**src/rtl/vga_timing_pkg.sv**
```systemverilog
// vga_timing_pkg: 640x480@60 timing constants, derived sync positions and
// the monitor FSM encoding, shared by the VGA generator and the receive monitor.
package vga_timing_pkg;

   localparam int VGA_H_ACTIVE = 640;
   localparam int VGA_H_FP     = 16;
   localparam int VGA_H_SYNC   = 96;
   localparam int VGA_H_BP     = 48;
   localparam int VGA_V_ACTIVE = 480;
   localparam int VGA_V_FP     = 10;
   localparam int VGA_V_SYNC   = 2;
   localparam int VGA_V_BP     = 33;
   localparam bit VGA_SYNC_POL = 1'b0;   // 0 = syncs are active-low

   localparam int VGA_H_TOT = VGA_H_ACTIVE + VGA_H_FP + VGA_H_SYNC + VGA_H_BP;   // 800
   localparam int VGA_V_TOT = VGA_V_ACTIVE + VGA_V_FP + VGA_V_SYNC + VGA_V_BP;   // 525

   // Sync pulses start right after the front porch and last for the pulse width.
   localparam int VGA_H_SYNC_START = VGA_H_ACTIVE + VGA_H_FP;        // 656
   localparam int VGA_H_SYNC_END   = VGA_H_SYNC_START + VGA_H_SYNC;  // 752
   localparam int VGA_V_SYNC_START = VGA_V_ACTIVE + VGA_V_FP;        // 490
   localparam int VGA_V_SYNC_END   = VGA_V_SYNC_START + VGA_V_SYNC;  // 492

   // Horizontal and vertical position counters.
   typedef logic [9:0] cnt_t;

   typedef enum logic [1:0] {
      ST_SEARCH = 2'd0,
      ST_CHECK  = 2'd1,
      ST_LOCKED = 2'd2
   } mon_state_e;

endpackage

```
**src/rtl/vga_sync_edge.sv**
```systemverilog
// vga_sync_edge: pix_en-qualified assert/deassert detector for one sync line.
// The level is normalised through POL so 1 always means "sync asserted".
module vga_sync_edge #(
   parameter bit POL = 1'b0
) (
   input  logic clk,
   input  logic reset,
   input  logic pix_en,
   input  logic sync_i,
   output logic rise_o,
   output logic fall_o
);

   logic level;
   logic level_q;

   assign level = (sync_i == POL);

   // Remember the normalised level seen at the previous pixel sample.
   always_ff @(posedge clk or posedge reset) begin
      // NOTE: state registers use non-blocking assignment so every flop samples pre-edge values.
      if (reset) begin
         level_q <= 1'b0;
      end else if (pix_en) begin
         level_q <= level;
      end
   end

   assign rise_o = pix_en &  level & ~level_q;
   assign fall_o = pix_en & ~level &  level_q;

endmodule

```
**src/rtl/vga_rx_monitor.sv**
```systemverilog
// vga_rx_monitor: rebuilds pixel coordinates from the VGA sync edges, verifies
// the sync timing, locks onto the frame and reports a per-frame active-area checksum.
module vga_rx_monitor
   import vga_timing_pkg::*;
#(
   parameter int H_ACTIVE = VGA_H_ACTIVE,
   parameter int H_FP     = VGA_H_FP,
   parameter int H_SYNC   = VGA_H_SYNC,
   parameter int H_BP     = VGA_H_BP,
   parameter int V_ACTIVE = VGA_V_ACTIVE,
   parameter int V_FP     = VGA_V_FP,
   parameter int V_SYNC   = VGA_V_SYNC,
   parameter int V_BP     = VGA_V_BP,
   parameter bit SYNC_POL = VGA_SYNC_POL
) (
   input  logic        clk,
   input  logic        reset,
   input  logic        pix_en,
   input  logic        hsync,
   input  logic        vsync,
   input  logic [11:0] rgb,
   output logic        locked,
   output logic [9:0]  pix_x,
   output logic [9:0]  pix_y,
   output logic        active,
   output logic        frame_done,
   output logic [15:0] frame_sum,
   output logic        timing_err,
   output logic [7:0]  err_cnt
);

   localparam int H_TOT = H_ACTIVE + H_FP + H_SYNC + H_BP;
   localparam int V_TOT = V_ACTIVE + V_FP + V_SYNC + V_BP;

   localparam cnt_t H_LAST = cnt_t'(H_TOT - 1);
   localparam cnt_t V_LAST = cnt_t'(V_TOT - 1);
   localparam cnt_t H_SS   = cnt_t'(H_ACTIVE + H_FP);
   localparam cnt_t H_SE   = cnt_t'(H_ACTIVE + H_FP + H_SYNC);
   localparam cnt_t V_SS   = cnt_t'(V_ACTIVE + V_FP);
   localparam cnt_t V_SE   = cnt_t'(V_ACTIVE + V_FP + V_SYNC);
   localparam cnt_t H_ACT  = cnt_t'(H_ACTIVE);
   localparam cnt_t V_ACT  = cnt_t'(V_ACTIVE);

   logic       hs_rise, hs_fall, vs_rise, vs_fall;
   cnt_t       h_q, v_q, h_d, v_d, h_pred, v_pred;
   mon_state_e state_q;
   logic       locked_q, active_q, frame_done_q, timing_err_q;
   logic [15:0] acc_q, frame_sum_q;
   logic [7:0]  err_cnt_q;
   logic       viol, locked_d, in_area;

   vga_sync_edge #(.POL(SYNC_POL)) u_hs_edge (
      .clk    (clk),
      .reset  (reset),
      .pix_en (pix_en),
      .sync_i (hsync),
      .rise_o (hs_rise),
      .fall_o (hs_fall)
   );

   vga_sync_edge #(.POL(SYNC_POL)) u_vs_edge (
      .clk    (clk),
      .reset  (reset),
      .pix_en (pix_en),
      .sync_i (vsync),
      .rise_o (vs_rise),
      .fall_o (vs_fall)
   );

   // Predict the next raster position, then let sync asserts override it.
   always_comb begin
      // NOTE: every output of this block is given a value first so no path can infer a latch.
      h_pred = (h_q == H_LAST) ? '0 : h_q + cnt_t'(1);
      v_pred = v_q;
      if (h_q == H_LAST) begin
         v_pred = (v_q == V_LAST) ? '0 : v_q + cnt_t'(1);
      end
      h_d = h_pred;
      v_d = v_pred;
      if (hs_rise) begin
         h_d = H_SS;
      end
      if (vs_rise) begin
         v_d = V_SS;
         h_d = '0;
      end
   end

   // Any sync edge that disagrees with the predicted position is one violation.
   assign viol = (hs_rise != (h_pred == H_SS))
              || (hs_fall && (h_pred != H_SE))
              || (vs_rise != ((v_pred == V_SS) && (h_pred == '0)))
              || (vs_fall && !((v_pred == V_SE) && (h_pred == '0)));

   // Locked after this sample: a clean vsync in CHECK, or a clean sample in LOCKED.
   assign locked_d = (state_q != ST_SEARCH) && !viol
                  && (vs_rise || (state_q == ST_LOCKED));
   assign in_area  = (h_d < H_ACT) && (v_d < V_ACT);

   // Position counters advance once per pixel sample.
   always_ff @(posedge clk or posedge reset) begin
      if (reset) begin
         h_q <= '0;
         v_q <= '0;
      end else if (pix_en) begin
         h_q <= h_d;
         v_q <= v_d;
      end
   end

   // Lock FSM with its registered status, checksum and error outputs.
   always_ff @(posedge clk or posedge reset) begin
      if (reset) begin
         state_q      <= ST_SEARCH;
         locked_q     <= 1'b0;
         active_q     <= 1'b0;
         frame_done_q <= 1'b0;
         timing_err_q <= 1'b0;
         acc_q        <= '0;
         frame_sum_q  <= '0;
         err_cnt_q    <= '0;
      end else begin
         frame_done_q <= 1'b0;
         timing_err_q <= 1'b0;
         if (pix_en) begin
            locked_q <= locked_d;
            active_q <= locked_d && in_area;
            unique case (state_q)
               ST_SEARCH: begin
                  acc_q <= '0;
                  if (vs_rise) begin
                     state_q <= ST_CHECK;
                  end
               end
               ST_CHECK, ST_LOCKED: begin
                  if (viol) begin
                     state_q      <= ST_SEARCH;
                     acc_q        <= '0;
                     timing_err_q <= 1'b1;
                     if (err_cnt_q != 8'hFF) begin
                        err_cnt_q <= err_cnt_q + 8'd1;
                     end
                  end else if (vs_rise) begin
                     state_q      <= ST_LOCKED;
                     frame_sum_q  <= acc_q;
                     frame_done_q <= 1'b1;
                     acc_q        <= '0;
                  end else if (in_area) begin
                     acc_q <= acc_q + {4'b0, rgb};
                  end
               end
               default: begin
                  state_q <= ST_SEARCH;
                  acc_q   <= '0;
               end
            endcase
         end
      end
   end

   assign locked     = locked_q;
   assign pix_x      = h_q;
   assign pix_y      = v_q;
   assign active     = active_q;
   assign frame_done = frame_done_q;
   assign frame_sum  = frame_sum_q;
   assign timing_err = timing_err_q;
   assign err_cnt    = err_cnt_q;

endmodule

```
**config.mk**
```make
export PLATFORM = sky130hd
export DESIGN_NAME = vga_rx_monitor
export DESIGN_NICKNAME = d
export VERILOG_FILES = /design/src/rtl/vga_timing_pkg.sv /design/src/rtl/vga_sync_edge.sv /design/src/rtl/vga_rx_monitor.sv
export SDC_FILE = /design/constraint.sdc
export NUM_CORES = 1
export LEC_CHECK = 0
export ABC_CLOCK_PERIOD_IN_PS = 6100
export CAP_MARGIN = 20
export CORE_UTILIZATION = 40
export CTS_CLUSTER_DIAMETER = 50
export DETAILED_ROUTE_END_ITERATION = 7
export PLACE_DENSITY_LB_ADDON = 0.12
export SLEW_MARGIN = 20
export SYNTH_ARGS = -nofsm -noshare
export SYNTH_HDL_FRONTEND = slang
export SYNTH_SLANG_ARGS = --single-unit
export TNS_END_PERCENT = 5
```
**constraint.sdc**
```tcl
create_clock -name clk -period 6.1 [get_ports clk]
set_input_delay 1.22 -clock clk [delete_from_list [all_inputs] [get_ports clk]]
set_output_delay 1.22 -clock clk [all_outputs]
set_load 0.05 [all_outputs]
```
==> results of run 1 <==
final timing paths:
path	slack, ps	to	from
worst max-delay path	1650	frame_sum[14]$_DFFE_PP0P_	pix_x[6]$_DFFE_PP0P_
worst min-delay path	500	active$_DFFE_PP0P_	active$_DFFE_PP0P_
worst max register to register	1650	frame_sum[14]$_DFFE_PP0P_	pix_x[6]$_DFFE_PP0P_
worst min register to register	500	active$_DFFE_PP0P_	active$_DFFE_PP0P_
max in group asynchronous	4060	frame_sum[6]$_DFFE_PP0P_	reset
min in group asynchronous	1440	err_cnt[1]$_DFFE_PP0P_	reset
per-stage QoR:
stage	instances	power, mW
floorplan	434	0.921
global placement	614	1.06
detailed placement	614	1.07
CTS	629	1.44
global route	629	1.51
finish	629	1.42
flip-flops by register name, indices dropped and copies added, names as in the netlist:
signal	count
acc_q	16
active	1
err_cnt	8
frame_done	1
frame_sum	16
locked	1
pix_x	10
pix_y	10
state_q	2
timing_err	1
u_hs_edge.level_q	1
u_vs_edge.level_q	1
kinds of logic after synthesis:
group                    share of synthesized area [%]
XOR/XNOR                                          3.88
adder cells (fa/ha/maj)                           6.30
multiplexers                                      7.20
buffers and inverters                             4.08
flip-flops                                        39.6
AO/OA/AOI/OAI                                     20.8
AND/OR/NAND/NOR                                   18.1
power by group through the flow:
stage               clock network [mW]  registers [mW]  logic (mW)
global route                     0.398           0.580       0.530
finish                           0.368           0.569       0.487
CTS                              0.381           0.570       0.489
global placement                     0           0.575       0.484
detailed placement                   0           0.578       0.487
floorplan                            0           0.668       0.252
metal layers:
| metal | up-vias | wire length [µm] | GRT usage (%) |
|---|---|---|---|
| met4 | 0 | 81 | 5.16 |
| met5 | - | 0 | 0 |
| li1 | 1754 | - | - |
| met1 | 1715 | 4810 | 26.1 |
| met3 | 6 | 373 | 4.08 |
| met2 | 83 | 4900 | 31.0 |
layout make-up:
cell class | instances | area share, %
clock buffers | 13 | 2.87
repair buffers | 67 | 12.8
inverters | 16 | 1.16
well taps | 136 | 3.28
clock inverters | 2 | 0.674
multi-input cells | 327 | 46.5
flip-flops and latches | 68 | 32.8
cells in the final DEF (no fill, tap or decap), types with 4 or more instances in the layout:
cell type / Yosys / layout
a211oi_1: 4 / 4
a21o_1: 7 / 7
a21oi_1: 18 / 18
a22o_1: 16 / 16
a31oi_1: 5 / 5
and2_1: 5 / 5
and3_1: 9 / 9
and4_1: 5 / 5
clkbuf_8: 0 / 10
clkdlybuf4s50_1: 0 / 64
dfrtp_1: 68 / 68
ha_1: 20 / 20
inv_1: 16 / 15
mux2_2: 11 / 11
mux2_4: 9 / 9
mux2i_1: 5 / 5
nand2_1: 27 / 27
nand3_1: 25 / 25
nand4_1: 8 / 8
nor2_1: 17 / 17
nor3_1: 8 / 8
o211ai_1: 4 / 4
o21a_1: 4 / 4
o21ai_0: 35 / 35
o22ai_1: 4 / 4
o2bb2ai_1: 4 / 4
or3_1: 6 / 6
xnor2_1: 15 / 15
xor2_1: 4 / 4
critical path, stage by stage, from the launching register on:
cell	delay (ps)
dfrtp_1	550
or4b_4	610
or3_4	470
nor4_1	400
o22ai_1	180
or2_4	270
o41ai_4	420
nand2_2	140
nor3_4	870
mux2_2	420
==> results.cfg, run 1 <==
[power_and_ir_drop]
ir_worst_vdd_uv = 148
power.internal_mw = 0.890
p_leak_nw = 2.24
switching_share_pct = 37.5
clock_power_share_pct = 25.9
p_per_area_nw_per_um2 = 274
power.switching_mw = 0.534
seqPwrFrac_pct = 40.0
combPwrFrac_pct = 34.2

[die]
die_y_um = 106
num_rows = 37
ios = 65
initial_core_util_pct = 41.4
fp.dieW_um = 106
coreArea_um2 = 10400
dieArea_um2 = 11200

[drt]
drt_iter0_drc = 126
vias_per_cell = 5.66
ant_nets = 0
post_drt_wl_per_cell_um = 16.1
wirelength_um = 10200
vias = 3558
remaining_drc_errors = 0
first_pass_iters = 4

[timing]
fin_ws_ps = 1650
hold_viol_final = 0
maxSlewHeadroom_pct = 31.2
final.min_clock_period_ps = 4450
rsz0062_at_grt = false
fin_skew_ps = 12.4
worstMarginPinSlew_ps = 1030
drv_slew = 0
fmax_ghz = 0.224
timing.hold.ws_ps = 504
finalSetupViolations = 0
fin_crit_sh_pct = 73.0
finalSetupTns_ps = 0

[synthesis]
ys_ff_latch = 68
synth_edf_count = 0
async_flop_share_pct = 100
syn_inst = 434
synth.top_cell.area_share_pct = 39.6
synthesis.area_um2 = 4290
yosysMostFrequentCell = dfrtp_1
synth_top_area_cell = dfrtp_1
avgSynthCellArea_um2 = 9.89
synthTopCellsByArea = dfrtp_1, ha_1, o21ai_0
synth_warnings = 0
synth_fp_nets = 472
synth_common_cells = dfrtp_1, o21ai_0, nand2_1
synth_cell_type_count = 69
yosysSeqAreaShare_pct = 39.6
ys.flop_type = dfrtp_1

[clocking]
clock_sinks = 68
h-tree-depth = 3
cts_tree = built
ctsHoldBuffers = 0
clock_path_buffers = 2
cts.clk_slew.worst_paths_ps = 80
clockRootBuffer = clkbuf_8
clkLatencyLatePin_ps = 340
cts_buffers = 9
post_cts_buffers = 0
post_cts_resized = 0

[global_route]
gr-total-overflow = 0
grt_pass1_vias = 3450
grt_first_pass_wirelength_um = 17200
grt_antenna_before_repair = 0
grtUsageTotal_pct = 19.2
grt_max_degree = 69

[run_status]
status = complete, no violations

[worst_setup_path]
worst_setup_path_end_kind = register
worstPathRequired_ps = 6330
cp.arrival_ps = 4680
reg2regPathDepth = 9
worstPathMaxFanout = 22
start_kind = register
crit_type = register to register

[cells_and_area]
final_area_um2 = 5190
drive_above_1_share_pct = 9.53
multiInputGateArea_um2 = 2420
fin_util_pct = 50.1
antennaDiodeCount = 0
area_growth_pct = 21.0
regArea_um2 = 1700
num-fill-cells = 984
fin_nets = 527

[place]
dp_slack_ps = 1630
dp_hpwl_um = 7130
gp_congestion = 0.824
placed_area_um2 = 5010
port_buffers = 64

[hold_path]
min_path_cells = 1
hold_class = register to register

[flow_run]
maxCapViolCount = 0
Note: power is estimated with default switching activity, not from simulation.
==> inputs of run 2 (changes only) <==
ABC_CLOCK_PERIOD_IN_PS = 3800   (was 6100)
clock period = 3.8 ns   (was 6.1 ns; I/O delays follow)
==> results.cfg, run 2 (synthesis results as in run 1) <==
[drt]
remaining_drc_errors = 0
ant_nets = 0
vias_per_cell = 5.63
post_drt_wl_per_cell_um = 16.0
first_pass_iters = 5
drt_iter0_drc = 114
vias = 3639
wirelength_um = 10300

[global_route]
grtUsageTotal_pct = 19.5
grt_antenna_before_repair = 0
gr-total-overflow = 0
grt_first_pass_wirelength_um = 17200
grt_max_degree = 39
grt_pass1_vias = 3509

[flow_run]
maxCapViolCount = 0

[place]
port_buffers = 64
dp.cells = 630
gp_congestion = 0.852
dp_hpwl_um = 7330

[clocking]
clock_path_buffers = 2
cts_tree = built
clockRootBuffer = clkbuf_8
clkLatencyLatePin_ps = 350
post_cts_buffers = 0
h-tree-depth = 3
clock_sinks = 68
post_cts_resized = 0
ctsHoldBuffers = 0
cts.clk_slew.worst_paths_ps = 80
cts_buffers = 9

[die]
coreArea_um2 = 10400
initial_core_util_pct = 41.4
dieArea_um2 = 11200
ios = 65
fp.dieW_um = 106
num_rows = 37
die_y_um = 106

[timing]
worstMarginPinSlew_ps = 664
hold_viol_final = 0
finalSetupViolations = 0
timing.hold.ws_ps = 503
rsz0062_at_grt = true
fin_skew_ps = 7.85
fmax_ghz = 0.275
finalSetupTns_ps = 0
maxSlewHeadroom_pct = 55.7
fin_crit_sh_pct = 95.7
final.min_clock_period_ps = 3640
drv_slew = 0

[worst_setup_path]
worst_setup_path_end_kind = register
cp.arrival_ps = 3870
start_kind = register
crit_type = register to register
worstPathMaxFanout = 17
worstPathRequired_ps = 4040

[power_and_ir_drop]
p_per_area_nw_per_um2 = 443
p_leak_nw = 2.34
ir_worst_vdd_uv = 218

[cells_and_area]
final_cell_mix = dfrtp_1, clkdlybuf4s50_1, o21ai_0
layoutNonFillerInstCount = 646
area_growth_pct = 25.8
final_common_cell = dfrtp_1
antennaDiodeCount = 0
drive_above_1_share_pct = 13.7
num-fill-cells = 989
fin_nets = 543

[hold_path]
hold_class = register to register

[run_status]
status = complete, no violations
## run 2: per-stage QoR
step,utilization [%],setup slack [ps],power [mW],cell area (µm²)
after floorplan,-,49.4,1.48,4300
after global placement,49.8,232,1.72,5160
after detailed placement,49.8,177,1.73,5160
after CTS,51.9,150,2.42,5380
after global routing,52.1,-17.9,2.53,5400
final,52.1,162,2.40,5400
## run 2: final timing paths
path | slack, ps | cells past startpoint | start | to
max | 160 | 10 | pix_x[7]$_DFFE_PP0P_ | frame_sum[11]$_DFFE_PP0P_
min | 500 | 1 | err_cnt[4]$_DFFE_PP0P_ | err_cnt[4]$_DFFE_PP0P_
max reg2reg | 160 | 10 | pix_x[7]$_DFFE_PP0P_ | frame_sum[11]$_DFFE_PP0P_
min reg2reg | 500 | 1 | err_cnt[4]$_DFFE_PP0P_ | err_cnt[4]$_DFFE_PP0P_
max in group asynchronous | 2320 | 3 | reset | pix_x[0]$_DFFE_PP0P_
min in group asynchronous | 830 | 2 | reset | err_cnt[0]$_DFFE_PP0P_
## run 2: layout make-up
type,count,area [µm²],share of cell area (%)
clock buffers,12,145,2.69
clock inverters,4,72.6,1.34
inverters,16,60.1,1.11
multi-input cells,327,2440,45.2
flip-flops and latches,68,1710,31.6
well taps,136,170,3.15
repair buffers,83,808,15.0
## run 2: where the power goes
part	total [mW]	internal, mW	switching [mW]	leakage, nW
Sequential	0.908	0.806	0.102	0.881
Clock	0.670	0.387	0.283	0.107
Combinational	0.817	0.327	0.491	1.35
Total	2.40	1.52	0.875	2.34
## run 2: layer usage
metal  vias to the layer above  wire (µm)  GRT usage [%]
met5                         -          0              0
met1                      1748       4820           25.6
met4                         0        214           7.34
met3                        18        401           3.65
li1                       1771          -              -
met2                       102       4870           31.8
## run 2: critical path: stages (launching register included)
cell and delay (ps):
dfrtp_1 450, or4b_4 530, or3_4 450, nor4_2 370, o22ai_2 140, or2_4 260, o41ai_4 470, nand2_2 140
nor3_4 170, buf_12 200, mux2_2 340
